<file path="config.mk">
export PLATFORM = sky130hd
export DESIGN_NAME = pipe_bpred
export DESIGN_NICKNAME = d
export VERILOG_FILES = /design/src/rtl/bpred_pkg.sv /design/src/rtl/bpred_sat_ctr.sv /design/src/rtl/pipe_bpred.sv
export SDC_FILE = /design/constraint.sdc
export NUM_CORES = 2
export LEC_CHECK = 0
export BUFFER_PORTS_ARGS = -buffer_cell sky130_fd_sc_hd__buf_2
export CAP_MARGIN = 20
export CORE_UTILIZATION = 30
export DETAILED_ROUTE_END_ITERATION = 8
export SLEW_MARGIN = 20
export SYNTH_ARGS = -nofsm -noshare
export SYNTH_HDL_FRONTEND = slang
export SYNTH_SLANG_ARGS = --single-unit
</file>
<file path="constraint.sdc">
create_clock -name clk -period 8.1 [get_ports clk]
set_clock_uncertainty 0.15 [all_clocks]
set_input_delay 1.215 -clock clk [delete_from_list [all_inputs] [get_ports clk]]
set_output_delay 1.215 -clock clk [all_outputs]
set_load 0.005 [all_outputs]
</file>
<file path="src/rtl/bpred_pkg.sv">
// Shared helpers for the BTB branch predictor.
// Index/tag extraction and counter constants, width-generic.
package bpred_pkg;

    localparam int PC_MAX_W = 64;

    // Word index: low two PC bits are byte offset and ignored.
    function automatic logic [PC_MAX_W-1:0] pc_index(
        input logic [PC_MAX_W-1:0] pc,
        input int                  idx_w
    );
        return (pc >> 2) & ((64'd1 << idx_w) - 64'd1);
    endfunction

    // Tag: every PC bit above the index field.
    function automatic logic [PC_MAX_W-1:0] pc_tag(
        input logic [PC_MAX_W-1:0] pc,
        input int                  idx_w
    );
        return pc >> (idx_w + 2);
    endfunction

    // Strongly-taken counter value.
    function automatic int unsigned cnt_max_f(input int cnt_w);
        return (32'd1 << cnt_w) - 32'd1;
    endfunction

    // Weakly-taken counter value used on allocation.
    function automatic int unsigned cnt_weak_f(input int cnt_w);
        return 32'd1 << (cnt_w - 1);
    endfunction

endpackage

</file>
<file path="src/rtl/bpred_sat_ctr.sv">
// Saturating up/down direction counter with force-to-max.
// Pure next-state logic; the table holds the state.
module bpred_sat_ctr #(
    parameter int CNT_W = 2
) (
    input  logic [CNT_W-1:0] cnt_i,
    input  logic             inc_i,
    input  logic             force_max_i,
    output logic [CNT_W-1:0] cnt_o
);

    // Jumps pin the counter high; branches step toward their outcome.
    always_comb begin
        cnt_o = cnt_i;
        if (force_max_i) begin
            cnt_o = '1;
        end else if (inc_i) begin
            if (cnt_i != '1) cnt_o = cnt_i + 1'b1;
        end else begin
            if (cnt_i != '0) cnt_o = cnt_i - 1'b1;
        end
    end

endmodule

</file>
<file path="src/rtl/pipe_bpred.sv">
// Dynamic branch predictor + BTB: IF-stage lookup, MEM-stage update.
// Build macro BPRED_STATS_EN adds saturating branch/mispredict counters.
module pipe_bpred
    import bpred_pkg::*;
#(
    parameter int ENTRIES = 64,
    parameter int ADDR_W  = 32,
    parameter int CNT_W   = 2,
    parameter int STAT_W  = 32
) (
    input  logic              clk,
    input  logic              rst,
    input  logic [ADDR_W-1:0] lk_pc,
    output logic              pred_hit,
    output logic              pred_taken,
    output logic [ADDR_W-1:0] pred_target,
    input  logic              upd_valid,
    input  logic              upd_uncond,
    input  logic [ADDR_W-1:0] upd_pc,
    input  logic              upd_taken,
    input  logic [ADDR_W-1:0] upd_target,
    input  logic              upd_pred_taken,
    input  logic [ADDR_W-1:0] upd_pred_target,
    output logic              mispredict,
    output logic [ADDR_W-1:0] redirect_pc,
    output logic [STAT_W-1:0] stat_branches,
    output logic [STAT_W-1:0] stat_mispredicts
);

    localparam int IDX_W = $clog2(ENTRIES);
    localparam int TAG_W = ADDR_W - IDX_W - 2;
    localparam logic [CNT_W-1:0] CNT_MAX    = CNT_W'(cnt_max_f(CNT_W));
    localparam logic [CNT_W-1:0] CNT_WEAK_T = CNT_W'(cnt_weak_f(CNT_W));

    typedef struct packed {
        logic              valid;
        logic [TAG_W-1:0]  tag;
        logic [CNT_W-1:0]  cnt;
        logic [ADDR_W-1:0] target;
    } entry_t;

    logic              valid_q  [ENTRIES];
    logic [CNT_W-1:0]  cnt_q    [ENTRIES];
    logic [TAG_W-1:0]  tag_q    [ENTRIES];
    logic [ADDR_W-1:0] target_q [ENTRIES];

    logic [IDX_W-1:0]  lk_idx, up_idx;
    logic [TAG_W-1:0]  lk_tag, up_tag;
    entry_t            lk_e, up_e;
    logic              up_hit;
    logic              wr_en;
    logic [CNT_W-1:0]  ctr_nxt, cnt_d;
    logic [ADDR_W-1:0] tgt_d;

    assign lk_idx = IDX_W'(pc_index(PC_MAX_W'(lk_pc), IDX_W));
    assign lk_tag = TAG_W'(pc_tag(PC_MAX_W'(lk_pc), IDX_W));
    assign up_idx = IDX_W'(pc_index(PC_MAX_W'(upd_pc), IDX_W));
    assign up_tag = TAG_W'(pc_tag(PC_MAX_W'(upd_pc), IDX_W));

    assign lk_e = '{valid_q[lk_idx], tag_q[lk_idx],
                    cnt_q[lk_idx], target_q[lk_idx]};
    assign up_e = '{valid_q[up_idx], tag_q[up_idx],
                    cnt_q[up_idx], target_q[up_idx]};

    // Lookup reads pre-edge table state; no bypass from the update port.
    always_comb begin
        pred_hit    = lk_e.valid && (lk_e.tag == lk_tag);
        pred_taken  = pred_hit && lk_e.cnt[CNT_W-1];
        pred_target = pred_taken ? lk_e.target : lk_pc + ADDR_W'(4);
    end

    assign up_hit = up_e.valid && (up_e.tag == up_tag);

    bpred_sat_ctr #(.CNT_W(CNT_W)) u_ctr (
        .cnt_i       (up_e.cnt),
        .inc_i       (upd_taken),
        .force_max_i (upd_uncond),
        .cnt_o       (ctr_nxt)
    );

    // Decide whether the resolved branch writes, and with what.
    always_comb begin
        wr_en = 1'b0;
        cnt_d = ctr_nxt;
        tgt_d = up_e.target;
        if (upd_valid) begin
            if (up_hit) begin
                wr_en = 1'b1;
                if (upd_taken || upd_uncond) tgt_d = upd_target;
            end else if (upd_taken || upd_uncond) begin
                wr_en = 1'b1;
                tgt_d = upd_target;
                cnt_d = upd_uncond ? CNT_MAX : CNT_WEAK_T;
            end
        end
    end

    // Valid and counter state; cleared asynchronously.
    always_ff @(posedge clk or posedge rst) begin
        if (rst) begin
            for (int i = 0; i < ENTRIES; i++) begin
                valid_q[i] <= 1'b0;
                cnt_q[i]   <= '0;
            end
        end else if (wr_en) begin
            valid_q[up_idx] <= 1'b1;
            cnt_q[up_idx]   <= cnt_d;
        end
    end

    // Tag and target payload; never reset, gated so reset drops the write.
    always_ff @(posedge clk) begin
        if (wr_en && !rst) begin
            tag_q[up_idx]    <= up_tag;
            target_q[up_idx] <= tgt_d;
        end
    end

    assign mispredict = upd_valid &&
                        ((upd_taken != upd_pred_taken) ||
                         (upd_taken && (upd_target != upd_pred_target)));
    assign redirect_pc = upd_taken ? upd_target : upd_pc + ADDR_W'(4);

`ifdef BPRED_STATS_EN
    logic [STAT_W-1:0] br_q, mp_q;

    // Saturating statistics, cleared only by reset.
    always_ff @(posedge clk or posedge rst) begin
        if (rst) begin
            br_q <= '0;
            mp_q <= '0;
        end else begin
            if (upd_valid && (br_q != '1)) br_q <= br_q + 1'b1;
            if (mispredict && (mp_q != '1)) mp_q <= mp_q + 1'b1;
        end
    end

    assign stat_branches    = br_q;
    assign stat_mispredicts = mp_q;
`else
    assign stat_branches    = '0;
    assign stat_mispredicts = '0;
`endif

endmodule

</file>
==> Word-level counts from Yosys, hierarchy flattened <==
Memories as Yosys holds them, arrays and structs flattened.
Index checks and enable logic that the tools add are counted.
{ "op_classes": {"magnitude_cmp": 3, "eq_ne": 7, "add_sub_neg": 4, "muxes": 34, "n_bitwise": 3, "reduce_logical": 12} }
{ "op_table": {"columns": ["cell", "n"], "rows": [
  ["$bwmux W128", 1],
  ["$mux W32", 4],
  ["$add A32 B3 Y32 const B", 2],
  ["$or A64 B64 Y64", 1],
  ["$eq A24 B24 Y1", 2],
  ["$ne A32 B32 Y1", 1],
  ["$bmux W2 S6", 2],
  ["$mux W2", 12],
  ["$ge A7 B7 Y1 const B", 2],
  ["$not A6 Y7", 2],
  ["$bmux W1 S6", 2],
  ["$demux W2 S6", 1],
  ["$mux W1", 11],
  ["$logic_and A1 B1 Y1", 7],
  ["$lt A7 B1 Y1 const B", 1],
  ["$demux W1 S6", 1],
  ["$ne A2 B2 Y1 const B", 2],
  ["$reduce_and A3 Y1", 1],
  ["$add A2 B1 Y2 const B", 1],
  ["$logic_or A1 B1 Y1", 2],
  ["$reduce_bool A2 Y1", 1],
  ["$sub A2 B1 Y2 const B", 1],
  ["$logic_not A1 Y1", 1],
  ["$ne A1 B1 Y1", 1],
  ["$ne A1 B1 Y1 const B", 1]
]} }
{ "word_totals": {"in_bits": 134, "ff_bits": 192, "ramBits": 3584, "out_inout_bits": 131, "n_memories": 2} }
{ "mem_list": {"columns": ["memory", "depth", "width", "read_ports", "rd_ports_with_merged_regs", "write_ports", "line_no", "source"], "rows": [
  ["target_q", 64, 32, 1, 0, 1, "pipe_bpred.sv:45", "logic [ADDR_W-1:0] target_q [ENTRIES];"],
  ["tag_q", 64, 24, 2, 0, 1, "pipe_bpred.sv:44", "logic [TAG_W-1:0] tag_q [ENTRIES];"]
]} }

==> Depth between registers and ports, before layout <==
{ "depth": {"word_depth": 12, "depth_mapped": 20, "mapped_depth_nobuf": 11} }

==> Hierarchy <==
From an unflattened synthesis, not the netlist that was laid out.
{ "hier_totals": {"hier_cells": 8090, "hier_area_um2": 161547.4} }
{ "by_module_without_submodules": {"columns": ["module", "cells_per_inst", "area_per_inst_um2", "instances", "seq_area_each_um2"], "rows": [
  ["pipe_bpred", 8083, 161511.2, 1, 112427.8],
  ["bpred_sat_ctr", 7, 36.3, 1, 0.0]
]} }

==> Worst setup path before layout <==
No wires, ideal clock.
{ "synth_timing": {"path_type": "input-to-reg", "from": "in rst", "to": "mem tag_q[0][0] (netlist bit), enable pin", "n_path_buf": 0, "t_required_ps": 7517, "path_slack_ps": -124, "cell_stages": 3, "arrival_ps": 7641, "path_cell_list": "clkinv_1 nand2_1 nor3_1"} }
{ "synth_via": {"elab_chain_cells": 4} }
{ "synth_lines": {"columns": ["element", "line_no", "source"], "rows": [
  ["start, declared", "pipe_bpred.sv:12", "input logic rst,"],
  ["$logic_not A1 Y1", "pipe_bpred.sv:113", "if (wr_en && !rst) begin"],
  ["$logic_and A1 B1 Y1", "pipe_bpred.sv:113", null],
  ["$mux W1", "pipe_bpred.sv:113", null],
  ["$mux W1 (implied by the code)", "pipe_bpred.sv:114", "tag_q[up_idx] <= up_tag;"],
  ["end, declared", "pipe_bpred.sv:44", null]
]} }
No other way between the ends.

==> Final worst setup path <==
{ "layout_timing": {"from": "in lk_pc[2]", "to": "out pred_target[24]"} }
{ "layout_via": {"elab_chain_cells": 7, "word_cells_on_any_way": 14, "cone_classes": "add/sub (1); eq/ne (1); mux (7); bitwise (1); reduce/logical (2); memory (2)"} }
{ "layout_lines": {"columns": ["element", "line_no", "source"], "rows": [
  ["start, declared", "pipe_bpred.sv:13", "input logic [ADDR_W-1:0] lk_pc,"],
  ["branches (longest 6 deep; another with $mem_v2 Z64 W24)", null, null],
  ["$mux W32 (*)", "pipe_bpred.sv:69", "pred_target = pred_taken ? lk_e.target : lk_pc + ADDR_W'(4);"],
  ["end, declared", "pipe_bpred.sv:16", "output logic [ADDR_W-1:0] pred_target,"]
]} }
Every way passes the cells marked *. The select of a mux whose other input is x is not followed.

==> results.md <==
Routing:
- The total via count in the routed design is 97.5k.
- Dividing the detail-routed wire length by the instance count gives 37.0 µm.
- In the routed layout, each cell is associated on average with a via count of 5.99.
- The post-route DRC violation count is 0.
- Once detail routing completed, the nets flagged for antenna violations numbered 0.
- The detailed router finished its first iteration with 16.6k violations.
- The routed wire length is 602000 µm.
- The detailed-routing iteration count for the pre-antenna-repair pass is 6.

Power and ir drop:
- Of the total power, the share spent switching nets is 0.234.
- Of the total power, registers draw 0.509.
- The share of total power dissipated in the clock network is 0.407.
- The worst-case IR drop observed on VDD is 0.192 mV.
- Internal power comes to 32.6 mW.
- Summed over all cells, the static leakage comes to 59.1 nW.
- The net switching power is 9.95 mW.
- The power density over cell area is 225 nW/µm².
- Of the total power, combinational logic draws 0.083.

GRT:
- In the global route stage, overall resource usage came out at 0.212.
- The number of global-route vias before repair is 95.1k.
- The number of antenna violations at the first check in global routing was 63.
- The first global-routing pass estimated 810000 µm of wire.
- The global-route congestion overflow total is 0.
- The maximum number of pins on one net before global-route repair is 142.

Final layout:
- The utilization after layout is 0.349.
- The cell area after layout is 189000 µm².
- The final net count is 8889.
- The library cells used most frequently in the layout, excluding fill and tap cells, are 3584 x edfxtp_1, 1250 x mux4_2, 409 x buf_4, 377 x clkbuf_16, 345 x mux2i_1.
- Of the cells placed in the final design, the portion with a size suffix greater than 1 is 0.323.
- The most common library cell in the layout ignoring fill and taps is edfxtp_1.
- The area growth from synthesis to final layout is 15.9%.

Worst setup path:
- The worst endpoint data arrival time is 6.56 ns.
- The critical path buffer and inverter count is 6.
- The startpoint identified for the worst register-to-register timing path is tag_q[50][8].
- The capturing element type of the critical path is an output pin.
- The slowest stage of the critical path belongs to the cell mux4_2.
- The critical path goes through buf_12, buf_4, buf_4, mux4_2, mux4_2, mux4_2, xnor2_1, nand2_1, nor4_2, and4_1, buf_4, and2_2, buf_12, mux2_2, buf_2.
- The critical path crosses 15 cells after its start point.
- The gate family responsible for the most delay along the worst path is multiplexers.
- The peak fanout along the critical path is 21.
- The worst setup path is launched from an input pin.
- The worst reg-to-reg path cell count is 11.
- Data on the critical path is required at its endpoint by 6.73 ns.
- The worst setup path startpoint is lk_pc[2].
- The critical path is of the in -> out type.
- In this design, the stage delay of the slowest critical-path cell is 0.59 ns.

Floorplanning:
- The area of the placeable core is 541000 µm².
- The number of rows created at floorplan is 270.
- The die extent in y is 739 µm.
- The I/O pin count is 265.
- The starting utilization of the core area is 0.301.
- The die is 739 µm wide.
- The die footprint is 547000 µm².

Logic synthesis:
- After synthesis, the share of cell area in mux cells is 0.204.
- The share of the synthesized area in compound gates (AO/OA/AOI/OAI) is 0.0519.
- After synthesis, the largest family of logic cells by area is multiplexers.
- The share of the Yosys chip area taken by registers is 0.689.
- Of the total synthesized cell area, the portion taken by AND, OR, NAND and NOR gates is 0.0264.
- The fraction of registers with async set or reset after synthesis is 0.0508.
- Yosys printed 0 warnings.
- The adder-cell share of the synthesized area is 0.000153.
- In the synthesized netlist the dominant register cell turns out to be edfxtp_1.
- Synthesis produced a netlist whose cell count is 8253.
- Counting flops with a built-in enable in the synthesized netlist gives 3584.
- Of the total synthesized cell area, the portion taken by XOR and XNOR cells is 0.00698.
- In this run, distinct cell masters in the synthesized netlist total 86.
- The synthesized design contains 3776 register bits.
- The post-synthesis instance area is 163000 µm².
- A synthesized cell averages 19.8 µm².

STA:
- The setup violation total in the final timing report is 0.
- Summed over all failing endpoints, the final setup total negative slack is 0 ns.
- The worst hold slack across all endpoints is 0.336 ns.
- The normalized max-slew margin is 0.146.
- The least setup slack across all paths after layout is 0.174 ns.
- Dividing the final minimum period by the clock period gives 0.978.
- Timing would allow up to 126 MHz.
- The number of failing hold endpoints at the final stage is 0.
- The number of max-slew violations in the final report is 0.
- The smallest clock period supported by the final layout is computed as 7.93 ns.
- Setup repair after global routing left no endpoint under its margin.
- At the pin with the least slew margin, the transition time is 1.28 ns.

Clock network:
- In this run the clock root is driven by a clkbuf_16.
- The H-tree was split into 5 levels.
- The clock tree from TritonCTS is done.
- The clock transition at the register clock pins on the worst setup and hold paths after CTS is 0.06 ns.
- In this run, post-CTS hold repair placed 0 buffers.
- The clock latency reported for the late side of the worst-skew pair is 0.94 ns.
- Buffers inserted during clock tree synthesis total 371.
- The maximum clock insertion buffer count is 4.
- The number of sinks on the clock net is 3776.

Status:
- The run finished with clean final reports.

Place:
- Once placement finished, the instance area stood at 177000 µm².
- The post-detailed-placement half-perimeter wirelength is 369000 µm.
- The minimum setup slack after placement is 0.0841 ns.
- Routability-driven placement finished with a final weighted congestion of 0.924.
- Input and output buffers added on the ports amount to 200.

Worst hold path:
- Counting instances, the worst hold path has a depth of 1.
- The path class of the tightest hold or removal check is reg -> reg.
- In this run the most critical hold path is launched from cnt_q[104].

Job:
- Across the run, the number of max-cap violations was 0.
## sequential cells by signal, summed over array words and instances, names as in the netlist
register and count:
cnt_q 128, valid_q 64, target_q 2048, tag_q 1536
## cell usage after synthesis, drive strengths merged, types with 9 or more instances
library cell  instances  area [µm²]
dfrtp               192        4800
or3                   9        56.3
mux4               1250       28200
o22ai               121         757
edfxtp             3584      108000
mux2i               345        3450
and4                 13         114
o31ai                10        75.1
xnor2                77         674
o21ai               117         586
o22a                 41         359
nor2                129         484
buf                 392        2160
or2                  69         432
and2                  9        56.3
a221oi              191        1670
nor4                 26         163
o221ai               19         166
nor2b                39         244
a211oi               99        1430
a22o                 37         324
nand2               143         537
a2111oi              10        87.6
nor3                101         505
inv                  73         274
a21oi               109         549
mux2                145        1630
xor2                 53         464
and3                 20         125
a22oi               191        1430
clkbuf              294        1100
a221o                25         250
nand3                53         265
a31oi                21         138
nand2b               14        87.6
nand3b               88         661
nand4                20         125
## cells by family (layout without fill, tap and decap cells)
family | Yosys count | in the layout
DFF | 3776 | 3776
muxes | 1740 | 1740
AOI/OAI and AO/OA | 1063 | 1063
and+or+nand+nor | 781 | 781
buffers and inverters | 760 | 1486
xor gates and xnor gates | 130 | 130
adders and majority gates | 2 | 2
other | 1 | 100
## power by group through the flow
stage	Sequential, mW	Combinational [mW]	Clock [mW]
6_report	21.7	3.54	17.3
5_1_grt	21.7	3.63	18.1
4_1_cts	21.7	3.45	17.4
3_5_place_dp	22.1	3.44	0
3_3_place_gp	22.1	3.38	0
2_1_floorplan	22.0	1.88	0
## metrics by stage
stage / instances / power (mW)
6_report: 16286 / 42.5
5_1_grt: 16256 / 43.4
4_1_cts: 16247 / 42.5
3_5_place_dp: 15585 / 25.5
3_3_place_gp: 15581 / 25.4
2_1_floorplan: 8316 / 23.9
## layer usage
metal / global-route usage / part of all wire / up-vias
met5: 0 / 0.00030 / -
met4: 0.100 / 0.055 / 32
met3: 0.0878 / 0.15 / 1644
met2: 0.309 / 0.43 / 8133
met1: 0.274 / 0.36 / 51620
li1: - / - / 36056
## cell type report
class	count	area, µm²
diodes	36	90.1
clock buffers	451	9710
clock inverters	211	2060
fillers	49969	352000
inverters	74	290
multi-input cells	3780	48400
flip-flops and latches	3776	112000
well taps	7208	9020
repair buffers	750	7050
## worst paths after layout
path                              endpoint  slack, ns
max                        pred_target[24]       0.17
min                             cnt_q[104]       0.34
max reg2reg                  tag_q[24][14]       2.63
min reg2reg                     cnt_q[104]       0.34
max in group asynchronous      valid_q[47]       5.93
min in group asynchronous         cnt_q[8]       0.52
## repair_timing
action                     CTS  global route
gates resized for setup      0             1
setup buffers                0             0
setup endpoints to repair    0            21
Note: power is estimated with default switching activity, not from simulation.
